<file path="src/rtl/prog_loader_pkg.sv">
// Shared types and default sizing for the program loader.
package prog_loader_pkg;

    localparam int DEF_ADDR_W = 5;
    localparam int DEF_DATA_W = 32;
    localparam int DEF_STEP_W = 16;

    typedef enum logic [1:0] {
        ST_IDLE = 2'd0,
        ST_LOAD = 2'd1,
        ST_RUN  = 2'd2,
        ST_DONE = 2'd3
    } state_t;

endpackage

</file>
<file path="src/rtl/prog_step_counter.sv">
// Run-length down-counter: loads a cycle budget and counts down, saturating at zero.
module prog_step_counter #(
    parameter int STEP_W = 16
) (
    input  logic              clk,
    input  logic              rst,
    input  logic              load,
    input  logic [STEP_W-1:0] load_val,
    input  logic              dec,
    output logic              zero,
    output logic              last
);

    logic [STEP_W-1:0] count_q;

    // Count register: load has priority, decrement never wraps below zero.
    // NOTE: sequential state uses non-blocking assignments so every register samples pre-edge values.
    always_ff @(posedge clk or posedge rst) begin
        if (rst) begin
            count_q <= '0;
        end else if (load) begin
            count_q <= load_val;
        end else if (dec && (count_q != '0)) begin
            count_q <= count_q - STEP_W'(1);
        end
    end

    // Flags derived from the current count.
    always_comb begin
        zero = (count_q == '0);
        last = (count_q == STEP_W'(1));
    end

endmodule

</file>
<file path="src/rtl/prog_loader.sv">
// Streams a program into instruction memory, then gates the processor clock for a run.
module prog_loader
    import prog_loader_pkg::*;
#(
    parameter int ADDR_W = DEF_ADDR_W,
    parameter int DATA_W = DEF_DATA_W,
    parameter int STEP_W = DEF_STEP_W
) (
    input  logic              clk,
    input  logic              rst,
    input  logic              s_valid,
    output logic              s_ready,
    input  logic [DATA_W-1:0] s_data,
    input  logic              s_last,
    input  logic              start,
    input  logic [STEP_W-1:0] step_count,
    input  logic              halt,
    input  logic              clear_err,
    output logic              write_ins,
    output logic [ADDR_W-1:0] ins_address,
    output logic [DATA_W-1:0] ins,
    output logic              cpu_en,
    output logic              busy,
    output logic              done,
    output logic [ADDR_W:0]   loaded_count,
    output logic              err_ovf
);

    localparam logic [ADDR_W:0]   DEPTH_CNT = {1'b1, {ADDR_W{1'b0}}};
    localparam logic [ADDR_W-1:0] LAST_IDX  = '1;

    state_t            state_q;
    state_t            state_d;
    logic              accept;
    logic [ADDR_W-1:0] wr_idx;
    logic              ovf_hit;
    logic              start_ok;
    logic              cnt_zero;
    logic              cnt_last;

    // Run-length counter: loaded on an accepted start, ticks down every RUN cycle.
    prog_step_counter #(
        .STEP_W (STEP_W)
    ) u_step_counter (
        .clk      (clk),
        .rst      (rst),
        .load     (start_ok),
        .load_val (step_count),
        .dec      (state_q == ST_RUN),
        .zero     (cnt_zero),
        .last     (cnt_last)
    );

    // Handshake, write index and start qualification.
    // NOTE: every signal driven here gets a default first so no path can infer a latch.
    always_comb begin
        s_ready  = 1'b0;
        accept   = 1'b0;
        wr_idx   = '0;
        ovf_hit  = 1'b0;
        start_ok = 1'b0;
        // An IDLE accept restarts the program at index 0, so a full previous
        // program does not block it; in LOAD the word count is the limit.
        if (!err_ovf) begin
            if (state_q == ST_IDLE) begin
                s_ready = 1'b1;
            end else if (state_q == ST_LOAD) begin
                s_ready = (loaded_count < DEPTH_CNT);
            end
        end
        accept = s_valid && s_ready;
        if (state_q == ST_LOAD) begin
            wr_idx = loaded_count[ADDR_W-1:0];
        end
        ovf_hit  = accept && !s_last && (wr_idx == LAST_IDX);
        // A word accepted in the same IDLE cycle takes precedence over start.
        start_ok = (state_q == ST_IDLE) && start && !accept &&
                   (loaded_count != '0) && !err_ovf;
    end

    // State register.
    always_ff @(posedge clk or posedge rst) begin
        if (rst) begin
            state_q <= ST_IDLE;
        end else begin
            state_q <= state_d;
        end
    end

    // Next-state logic and state-decoded outputs.
    always_comb begin
        state_d = state_q;
        cpu_en  = 1'b0;
        busy    = 1'b0;
        done    = 1'b0;
        unique case (state_q)
            ST_IDLE: begin
                if (accept) begin
                    if (!s_last && !ovf_hit) begin
                        state_d = ST_LOAD;
                    end
                end else if (start_ok) begin
                    state_d = ST_RUN;
                end
            end
            ST_LOAD: begin
                busy = 1'b1;
                if (accept && (s_last || ovf_hit)) begin
                    state_d = ST_IDLE;
                end
            end
            ST_RUN: begin
                busy   = 1'b1;
                cpu_en = 1'b1;
                // A zero count means free-run; only halt ends it. Halt and the
                // final counted cycle both lead to the same single DONE.
                if (halt || (!cnt_zero && cnt_last)) begin
                    state_d = ST_DONE;
                end
            end
            ST_DONE: begin
                done    = 1'b1;
                state_d = ST_IDLE;
            end
            default: state_d = ST_IDLE;
        endcase
    end

    // Instruction-memory write port, word count and sticky overflow flag.
    always_ff @(posedge clk or posedge rst) begin
        if (rst) begin
            write_ins    <= 1'b0;
            ins_address  <= '0;
            ins          <= '0;
            loaded_count <= '0;
            err_ovf      <= 1'b0;
        end else begin
            write_ins <= accept;
            if (accept) begin
                ins_address  <= wr_idx;
                ins          <= s_data;
                loaded_count <= {1'b0, wr_idx} + (ADDR_W + 1)'(1);
            end
            if (ovf_hit) begin
                err_ovf <= 1'b1;
            end else if (clear_err) begin
                err_ovf <= 1'b0;
            end
        end
    end

endmodule

</file>
<file path="config.mk">
export PLATFORM = sky130hd
export DESIGN_NAME = prog_loader
export DESIGN_NICKNAME = d
export VERILOG_FILES = /design/src/rtl/prog_loader_pkg.sv /design/src/rtl/prog_step_counter.sv /design/src/rtl/prog_loader.sv
export SDC_FILE = /design/constraint.sdc
export NUM_CORES = 1
export LEC_CHECK = 0
export BUFFER_PORTS_ARGS = -buffer_cell sky130_fd_sc_hd__buf_2
export CORE_UTILIZATION = 45
export DETAILED_ROUTE_END_ITERATION = 6
export HOLD_SLACK_MARGIN = 0.08
export PLACE_DENSITY = 0.76
export SETUP_SLACK_MARGIN = 0.2
export SYNTH_ARGS = -nofsm -noshare
export SYNTH_HDL_FRONTEND = slang
export SYNTH_HIERARCHICAL = 1
export SYNTH_SLANG_ARGS = --single-unit
</file>
<file path="constraint.sdc">
create_clock -name clk -period 2.4 [get_ports clk]
set_input_delay 0.36 -clock clk [delete_from_list [all_inputs] [get_ports clk]]
set_output_delay 0.36 -clock clk [all_outputs]
set_load 0.02 [all_outputs]
</file>
==> key figures, run 1 <==
Run status
  • Status: completed

Synth
  • Count leader, synth: nand2_1
  • Post-Synthesis Cells: ~340
  • Async SR Flop Fraction: 100%
  • Synthesized area per cell: 9.02 sq um
  • Synth cell count leaders: 122 x nand2_1, 63 x dfrtp_1, 17 x inv_1
  • Count of cell types in the netlist: 51
  • Register area share after synthesis: 51.3%
  • EDFF count, synth: 0
  • Synth top area share: 51.3%
  • Primary FF master, synth: dfrtp_1
  • Post-synth net total: 404
  • Top cells by area, synth: dfrtp_1 51%, nand2_1 15%, ha_1 3.3%, inv_1 2.1%, clkbuf_1 1.8%
  • Cell taking the most area after synthesis: dfrtp_1
  • Post-synthesis cell area: 3080 sq um
  • Yosys warning count: 6
  • #FFs+latches synth: 63

Critical path
  • CP arrival: 2.56 ns
  • R2R cell count: 5
  • Setup crit end kind: flop
  • Kind of critical path: reg2reg
  • Crit-path max FO: 7
  • Worst R2R End: u_step_counter/count_q[15]
  • Startpoint Class: flop
  • Crit path required time: ~2.7 ns
  • Worst r2r src: loaded_count[0]
  • R2R Setup Slk: about 0.11 ns

Hold path
  • Hold Path End: err_ovf
  • Hold path cells: 2
  • Hold Crit Class: in2reg
  • Hold_sp: clear_err

Global route
  • Pin count of the biggest net entering global routing: 21
  • Gr usage total: about a quarter
  • Initial antenna violation count: 0
  • Total grt overflow: 0
  • First-pass GRT wire length: 14000 um
  • Vias in the first global route: 3067

Timing
  • Endpoints failing hold: 0
  • Slew Viols, Final: 0
  • Minimum clock period: 2.29 ns
  • Slew HR: 55.9%
  • Final setup fails: 0
  • RSZ-0062 raised after global routing: true
  • Fmax: 437 MHz
  • Final WS setup: ~0.11 ns
  • WHS: 0.205 ns
  • Setup Skew: roughly 0.0046 ns
  • Actual slew at the worst max-slew pin: roughly 0.66 ns
  • Fin crit share: a little over nine tenths

Clocking
  • Worst-Skew Late Latency: 0.33 ns
  • Worst-case clock buffer depth: 2
  • Clock-pin slew on the worst setup and hold paths: about 0.070 ns
  • Level count of the clock H-tree: 3
  • CTS tree: done
  • CTS buffer count: 9
  • Root Driver: clkbuf_8
  • CTS sink cnt: 63

Power
  • Power Total: 5.18 mW
  • LEAKAGE: around 2.2 nW
  • Worst VDD drop: 0.675 mV
  • Pwr/cell area: 1250 nW/um^2

Detailed routing
  • Residual DRC: 0
  • Via count: about 3000
  • Drt via density: 5.32
  • WL final: 8160 um
  • Iteration count of the initial detailed-routing pass: 6
  • Post-detailed-route wirelength per cell: 14.8 um
  • DRT antenna net count: 0
  • 1st-iter DRT viols: 102

Floorplan
  • Std cell rows: 29
  • Die Y: ~85 um
  • Starting Density: about 48%
  • Die width: 84.7 um
  • Core ar.: around 6500 sq um
  • Die footprint: between 7000 and 8000 sq um
  • I/O pin cnt: 104

Finish
  • Synthesis-to-finish area growth: 35.2%
  • Ant. Diodes: 0
  • Final nets: 532
  • Layout cells sized above 1: about two fifths

Placement
  • Final HPWL DP: 5670 um
  • PortBufs: between 100 and 150
  • Gpl congestion: 0.842
  • Pre-CTS WS: -0.0400 ns

Job
  • Number of max-cap violations: 0
worst max path at each step:
| stage | start | endpoint | slack, ns | cells past startpoint |
|---|---|---|---|---|
| 2_1_floorplan | u_step_counter/count_q[12] | state_q[0] | 0.02 | 7 |
| 3_3_place_gp | state_q[1] | state_q[0] | 0.07 | 11 |
| 3_5_place_dp | state_q[1] | state_q[0] | -0.04 | 11 |
| 4_1_cts | state_q[1] | state_q[0] | 0.12 | 12 |
| 5_1_grt | u_step_counter/count_q[0] | state_q[0] | 0.04 | 8 |
| 6_report | loaded_count[0] | u_step_counter/count_q[15] | 0.11 | 5 |
cells by family (layout without fill, tap and decap cells):
logic type	after synthesis	in the layout	synth area share (%)
and+or+nand+nor	182	184	28.0
muxes	2	2	0.692
buffers and inverters	34	165	4.39
adders and majority gates	8	8	3.25
DFF	63	63	51.3
AOI/OAI and AO/OA	52	52	12.4
cell type report:
class	instances	area, sq um
Sequential cell	63	1580
Clock buffer	9	124
Multi-Input combinational cell	246	1480
Tap cell	77	96.3
Timing Repair Buffer	131	728
Fill cell	591	2300
Clock inverter	7	72.6
Inverter	18	72.6
through the flow:
step | instances | util [%] | cell area [sq um] | TNS (ns)
finish | 551 | 64.4 | 4160 | 0
global route | 551 | 64.4 | 4160 | 0
CTS | 551 | 63.8 | 4120 | 0
detailed placement | 526 | 58.8 | 3800 | -0.0400
global placement | 526 | 58.8 | 3800 | 0
floorplan | 341 | - | 3150 | 0
routing by layer:
metal | track usage, % | vias to the layer above | wire, um
met4 | 10.2 | 0 | 77
met5 | 0 | - | 0
met2 | 41.8 | 114 | 4050
met3 | 4.72 | 6 | 516
li1 | - | 1427 | -
met1 | 31.3 | 1385 | 3520
cells in the final DEF (no fill, tap or decap), types with 4 or more instances in the layout:
master    count
inv_2         4
nand3_1       8
buf_2       103
clkbuf_8      9
nor3_1        4
o21ai_1       4
dfrtp_1      60
or3_1         7
ha_1          4
nand2_1     121
a21oi_1       9
buf_4        27
o21ai_0       4
inv_1        13
nor2_1        8
sequential cells by signal, summed over array words and instances (netlist names):
name	cells
err_ovf	1
ins	32
ins_address	5
loaded_count	6
state_q	2
u_step_counter/count_q	16
write_ins	1
what timing repair did:
item | in CTS | in global routing
buffers inserted | 6 | 0
resized for setup | 16 | 8
pin swaps | 6 | 6
endpoints found under the setup margin | 11 | 17
hold buffers | 1 | 0
gates cloned | 2 | 0
endpoints found under the hold margin | 16 | 0
power by group:
group	internal, mW	switching, mW	leakage [nW]
clock network	0.480	0.429	0.0956
logic	0.990	1.49	1.30
registers	1.49	0.296	0.779
worst max-delay path: stages (launching register included):
cell and delay [ns]:
dfrtp_2 0.44, or4_1 0.52, o311a_1 0.45, and3_4 0.27, or4b_1 0.47, nand3_1 0.09
No activity file was read; power rests on OpenSTA's default activity.
==> run 2: changes to the inputs <==
--- a/config.mk
+++ b/config.mk
@@ -6,10 +6,12 @@
 export NUM_CORES = 1
 export LEC_CHECK = 0
 export BUFFER_PORTS_ARGS = -buffer_cell sky130_fd_sc_hd__buf_2
-export CORE_UTILIZATION = 45
+export CELL_PAD_IN_SITES_DETAIL_PLACEMENT = 1
+export CELL_PAD_IN_SITES_GLOBAL_PLACEMENT = 2
+export CORE_UTILIZATION = 26
 export DETAILED_ROUTE_END_ITERATION = 6
 export HOLD_SLACK_MARGIN = 0.08
-export PLACE_DENSITY = 0.76
+export PLACE_DENSITY_LB_ADDON = 0.1
 export SETUP_SLACK_MARGIN = 0.2
 export SYNTH_ARGS = -nofsm -noshare
 export SYNTH_HDL_FRONTEND = slang
==> run 2 against run 1 <==
Hold slack gained 0.0076 ns. Sequential share of layout area shrank 2.4 points. Total power grew 9.4%. Critical path depth grew 6. Sequential power is essentially flat. First-iteration DRC count shrank 5.9%. Register-to-register slack is essentially flat. Combinational power grew 5%. Setup slack gained 0.014 ns. Maximum frequency grew 0.64%. Clock skew shrank 0.0012 ns.
==> key figures, run 2 (same netlist as run 1, synthesis figures left out) <==
Run status
  • Status: completed

Global route
  • Initial antenna violation count: 0
  • Pin count of the biggest net entering global routing: 47
  • Gr usage total: roughly 17%
  • Total grt overflow: 0
  • Vias in the first global route: 3155
  • First-pass GRT wire length: around 16000 um

Power
  • Power Total: 5.66 mW
  • LEAKAGE: between 2 and 2.5 nW
  • Pwr/cell area: 1280 nW/um^2
  • Worst VDD drop: about 0.53 mV

Critical path
  • Startpoint Class: flop
  • Kind of critical path: reg2reg
  • Crit path required time: 2.62 ns
  • CP arrival: roughly 2.5 ns
  • R2R Setup Slk: 0.13 ns
  • Crit-path max FO: 3
  • Slowest stage cell, crit path: dfrtp_1
  • Setup crit end kind: flop
  • Slowest stage delay, CP: 0.39 ns
  • Critical-path cell list: inv_2, ha_4, and2_4, ha_4, nand3_2, nor2_2, ha_2, nor2_2, or3_4, o2111ai_4, mux2_4
  • R2R cell count: 11

Clocking
  • Worst-Skew Late Latency: 0.33 ns
  • Worst-case clock buffer depth: 2
  • Level count of the clock H-tree: 3
  • CTS sink cnt: between 60 and 70
  • Root Driver: clkbuf_16
  • Clock-pin slew on the worst setup and hold paths: approximately 0.060 ns
  • CTS tree: done
  • CTS buffer count: 9

Timing
  • Final setup fails: 0
  • Fmax: 440 MHz
  • Endpoints failing hold: 0
  • RSZ-0062 raised after global routing: true
  • Setup Skew: 0.00346 ns
  • Setup TNS: 0 ns
  • Actual slew at the worst max-slew pin: 0.701 ns
  • Minimum clock period: 2.27 ns
  • Slew Viols, Final: 0
  • Fin crit share: 94.7%
  • Slew HR: 53.2%

Detailed routing
  • Residual DRC: 0
  • DRT antenna net count: 0
  • 1st-iter DRT viols: 96
  • Drt via density: 4.70
  • Iteration count of the initial detailed-routing pass: 4
  • Via count: 2930
  • WL final: 9780 um
  • Post-detailed-route wirelength per cell: about 16 um

Placement
  • Final HPWL DP: 6960 um
  • Gpl congestion: about 0.75
  • # placed instances: approximately 600
  • Placed cell area: 3970 sq um
  • PortBufs: 103

Finish
  • Biggest regs: ins: 32 flops, u_step_counter/count_q: 16 flops, loaded_count: 6 flops
  • Final Instance Area: 4440 sq um
  • Ant. Diodes: 0
  • Synthesis-to-finish area growth: 44.2%
  • Fill cells: about 1400
  • Max reg flops: 32
  • Final nets: between 500 and 600
  • Leading cell type in the layout, fill and taps excluded: nand2_1
  • Layout cells sized above 1: 39.0%
  • Most frequent cells in the layout: 121 x nand2_1, 103 x buf_2, 60 x dfrtp_1, 31 x buf_4, 13 x inv_1
  • Most flop-heavy register: ins
  • Non-filler instance count after layout: just over 600

Hold path
  • Hold Crit Class: in2reg
  • Hold path cells: 3

Floorplan
  • Die Y: 111 um
  • Std cell rows: 39
  • Core ar.: 11500 sq um
  • Die width: 111 um
  • I/O pin cnt: between 100 and 150
  • Die footprint: roughly 12000 sq um
  • Starting Density: 26.8%

Job
  • Number of max-cap violations: 0
-- run 2: path summary, 6_finish.rpt --
check	startpoint	to
worst max register to register	state_q[1]	state_q[0]
worst min-delay path	s_data[0]	ins[0]
worst min register to register	ins_address[3]	ins_address[3]
worst max-delay path	state_q[1]	state_q[0]
max in group asynchronous	rst	loaded_count[0]
min in group asynchronous	rst	ins[8]
-- run 2: power by group --
group | switching (mW) | internal [mW] | total (mW)
Sequential | 0.277 | 1.50 | 1.77
Combinational | 1.55 | 1.06 | 2.61
Clock | 0.497 | 0.783 | 1.28
Total | 2.33 | 3.34 | 5.66
-- run 2: metrics by stage --
step	utilization, %	hold slack (ns)	worst slack, ns
after global routing	38.7	0.209	-0.00886
after detailed placement	34.6	0.438	0.0223
after floorplan	-	0.274	0.0242
after global placement	34.6	0.439	0.112
after CTS	37.8	0.201	0.114
final	38.7	0.213	0.126
-- run 2: routing by layer --
layer / GRT usage, % / vias up / part of all wire [%]
met2: 29.9 / 69 / 52
met1: 19.3 / 1413 / 41
met4: 5.96 / 0 / 1.5
li1: - / 1433 / -
met3: 5.41 / 15 / 5.5
met5: 0 / - / 0
-- run 2: cell type report --
cell class | count | area [sq um] | share of cell area (%)
Timing Repair Buffer | 138 | 818 | 18.4
Clock buffer | 12 | 267 | 6.01
Clock inverter | 4 | 28.8 | 0.649
Inverter | 18 | 72.6 | 1.64
Sequential cell | 63 | 1580 | 35.6
Tap cell | 143 | 179 | 4.03
Multi-Input combinational cell | 245 | 1490 | 33.6
-- run 2: what timing repair did --
action,CTS,global route
gates cloned,1,0
hold buffers,1,0
buffers inserted,2,4
pin swaps,1,7
gates resized for setup,11,15
hold endpoints to repair,2,0
endpoints found under the setup margin,10,14
-- run 2: worst max-delay path: cells and delay by family, from the launching register on --
kind	cells	cell delay (ns)
and+or+nand+nor	5	0.76
adders and majority gates	3	0.47
DFF	1	0.39
muxes	1	0.32
AOI/OAI and AO/OA	1	0.12
buffers and inverters	1	0.09
==> run 3: changes to the inputs <==
--- a/config.mk
+++ b/config.mk
@@ -11,6 +11,7 @@
 export CORE_UTILIZATION = 26
 export DETAILED_ROUTE_END_ITERATION = 6
 export HOLD_SLACK_MARGIN = 0.08
+export MAX_ROUTING_LAYER = met4
 export PLACE_DENSITY_LB_ADDON = 0.1
 export SETUP_SLACK_MARGIN = 0.2
 export SYNTH_ARGS = -nofsm -noshare
==> run 3 against run 2 <==
Register-to-register slack about the same. Flip-flop and latch count unchanged. Clock-buffer cell count unchanged. Maximum frequency about the same. Setup slack got worse by 0.00052 ns. Via count decreased by 0.10%. Total power about the same. Critical path type unchanged. Critical endpoint unchanged.
==> key figures, run 3 (same netlist as run 1, synthesis figures left out) <==
Finish
  • Final nets: 538
  • Ant. Diodes: 0
  • Fill cells: 1361
  • Leading cell type in the layout, fill and taps excluded: nand2_1
  • Synthesis-to-finish area growth: 44.2%
  • Biggest regs: ins: 32 flops, u_step_counter/count_q: 16 flops, loaded_count: 6 flops
  • Most flop-heavy register: ins
  • Non-filler instance count after layout: 623
  • Core Util, Final: between 30% and 40%
  • Final Instance Area: around 4400 sq um
  • Max reg flops: 32
  • Most frequent cells in the layout: 121 x nand2_1, 103 x buf_2, 60 x dfrtp_1, 31 x buf_4, 13 x inv_1
  • Layout cells sized above 1: between 30% and 40%

Floorplan
  • Starting Density: between 20% and 30%
  • Die width: 111 um
  • I/O pin cnt: 104
  • Die footprint: roughly 12000 sq um
  • Die Y: between 100 and 150 um
  • Std cell rows: 39
  • Core ar.: 11500 sq um

Placement
  • PortBufs: approximately 100
  • Final HPWL DP: 6960 um
  • Gpl congestion: 0.760
  • # placed instances: 599
  • Placed cell area: 3970 sq um

Global route
  • Pin count of the biggest net entering global routing: 47
  • Initial antenna violation count: 0
  • First-pass GRT wire length: 16500 um
  • Vias in the first global route: ~3200
  • Total grt overflow: 0
  • Gr usage total: 17.5%

Power
  • LEAKAGE: 2.28 nW
  • Pwr/cell area: approximately 1300 nW/um^2
  • Power Total: 5.66 mW
  • Worst VDD drop: 0.525 mV

Job
  • Number of max-cap violations: 0

Detailed routing
  • 1st-iter DRT viols: slightly above 90
  • Drt via density: between 4 and 5
  • WL final: 9760 um
  • Via count: 2927
  • Iteration count of the initial detailed-routing pass: 4
  • Residual DRC: 0
  • DRT antenna net count: 0
  • Post-detailed-route wirelength per cell: between 15 and 20 um

Clocking
  • Root Driver: clkbuf_16
  • Clock-pin slew on the worst setup and hold paths: 0.06 ns
  • CTS tree: done
  • Worst-case clock buffer depth: 2
  • CTS sink cnt: between 60 and 70
  • Level count of the clock H-tree: 3
  • CTS buffer count: 9
  • Worst-Skew Late Latency: 0.33 ns

Timing
  • Slew HR: 53.2%
  • Setup Skew: 0.00441 ns
  • Minimum clock period: 2.27 ns
  • Fmax: ~440 MHz
  • Actual slew at the worst max-slew pin: 0.701 ns
  • Slew Viols, Final: 0
  • Fin crit share: 94.8%
  • Final setup fails: 0
  • RSZ-0062 raised after global routing: true
  • Endpoints failing hold: 0

Critical path
  • Worst path buffer plus inverter count: 1
  • Slowest stage delay, CP: about 0.39 ns
  • CP startpoint: state_q[1]
  • Crit path max-delay family: simple AND/OR/NAND/NOR gates
  • Crit-path max FO: 3
  • CP arrival: 2.49 ns
  • Startpoint Class: flop
  • Critical-path cell list: inv_2, ha_4, and2_4, ha_4, nand3_2, nor2_2, ha_2, nor2_2, or3_4, o2111ai_4, mux2_4
  • Kind of critical path: reg2reg
  • Crit path required time: 2.61 ns
  • Slowest stage cell, crit path: dfrtp_1
  • Setup crit end kind: flop
  • Worst r2r src: state_q[1]

Run status
  • Status: completed

Hold path
  • Hold_sp: s_data[0]
  • Hold Crit Class: in2reg
run 3: cell counts in the layout (fill, tap and decap cells not counted):
No cell type changed its count.
run 3: power by group:
| group | switching [mW] | leakage [nW] | internal (mW) |
|---|---|---|---|
| clock | 0.494 | 0.141 | 0.783 |
| sequential | 0.276 | 0.779 | 1.50 |
| combinational | 1.55 | 1.36 | 1.06 |
| total | 2.32 | 2.28 | 3.34 |
run 3: tightest hold or removal path, cell delays in order:
cell	delay (ns)
buf_2	0.07
nand2_1	0.04
nand2_1	0.04
run 3: metal layers:
| layer | up-vias | wire length (um) | share of wire (%) | global-route usage [%] |
|---|---|---|---|---|
| li1 | 1432 | - | - | - |
| met5 | - | 0 | 0 | - |
| met3 | 12 | 452 | 4.6 | 4.87 |
| met2 | 63 | 5150 | 53 | 30.0 |
| met4 | 0 | 138 | 1.4 | 5.96 |
| met1 | 1420 | 4020 | 41 | 19.6 |
run 3: what timing repair did:
item | in CTS | in global routing
hold endpoints to repair | 2 | 0
gates cloned | 1 | 0
gates resized for setup | 11 | 15
setup buffers | 2 | 4
endpoints found under the setup margin | 10 | 14
pin swaps | 1 | 7
hold buffers | 1 | 0
run 3: path summary, 6_finish.rpt:
check / endpoint / slack [ns] / cells after the start
setup / recovery: state_q[0] / 0.13 / 11
hold / removal: ins[0] / 0.21 / 3
setup reg to reg: state_q[0] / 0.13 / 11
hold reg to reg: ins_address[3] / 0.46 / 2
max in group asynchronous: loaded_count[0] / 1.23 / 4
min in group asynchronous: ins[20] / 0.63 / 3
run 3: through the flow:
step | setup TNS (ns) | hold slack, ns | setup slack (ns)
floorplan | 0 | 0.274 | 0.0242
finish | 0 | 0.214 | 0.126
detailed placement | 0 | 0.438 | 0.0223
global route | -0.00913 | 0.210 | -0.00913
CTS | 0 | 0.201 | 0.114
global placement | 0 | 0.439 | 0.112
run 3: area by class of cell:
cell class | count | area [sq um] | area share, %
sequential | 63 | 1580 | 35.6
multi-input combinational | 245 | 1490 | 33.6
timing repair buffer | 138 | 818 | 18.4
clock buffer | 12 | 267 | 6.01
tap | 143 | 179 | 4.03
inverter | 18 | 72.6 | 1.64
clock inverter | 4 | 28.8 | 0.649
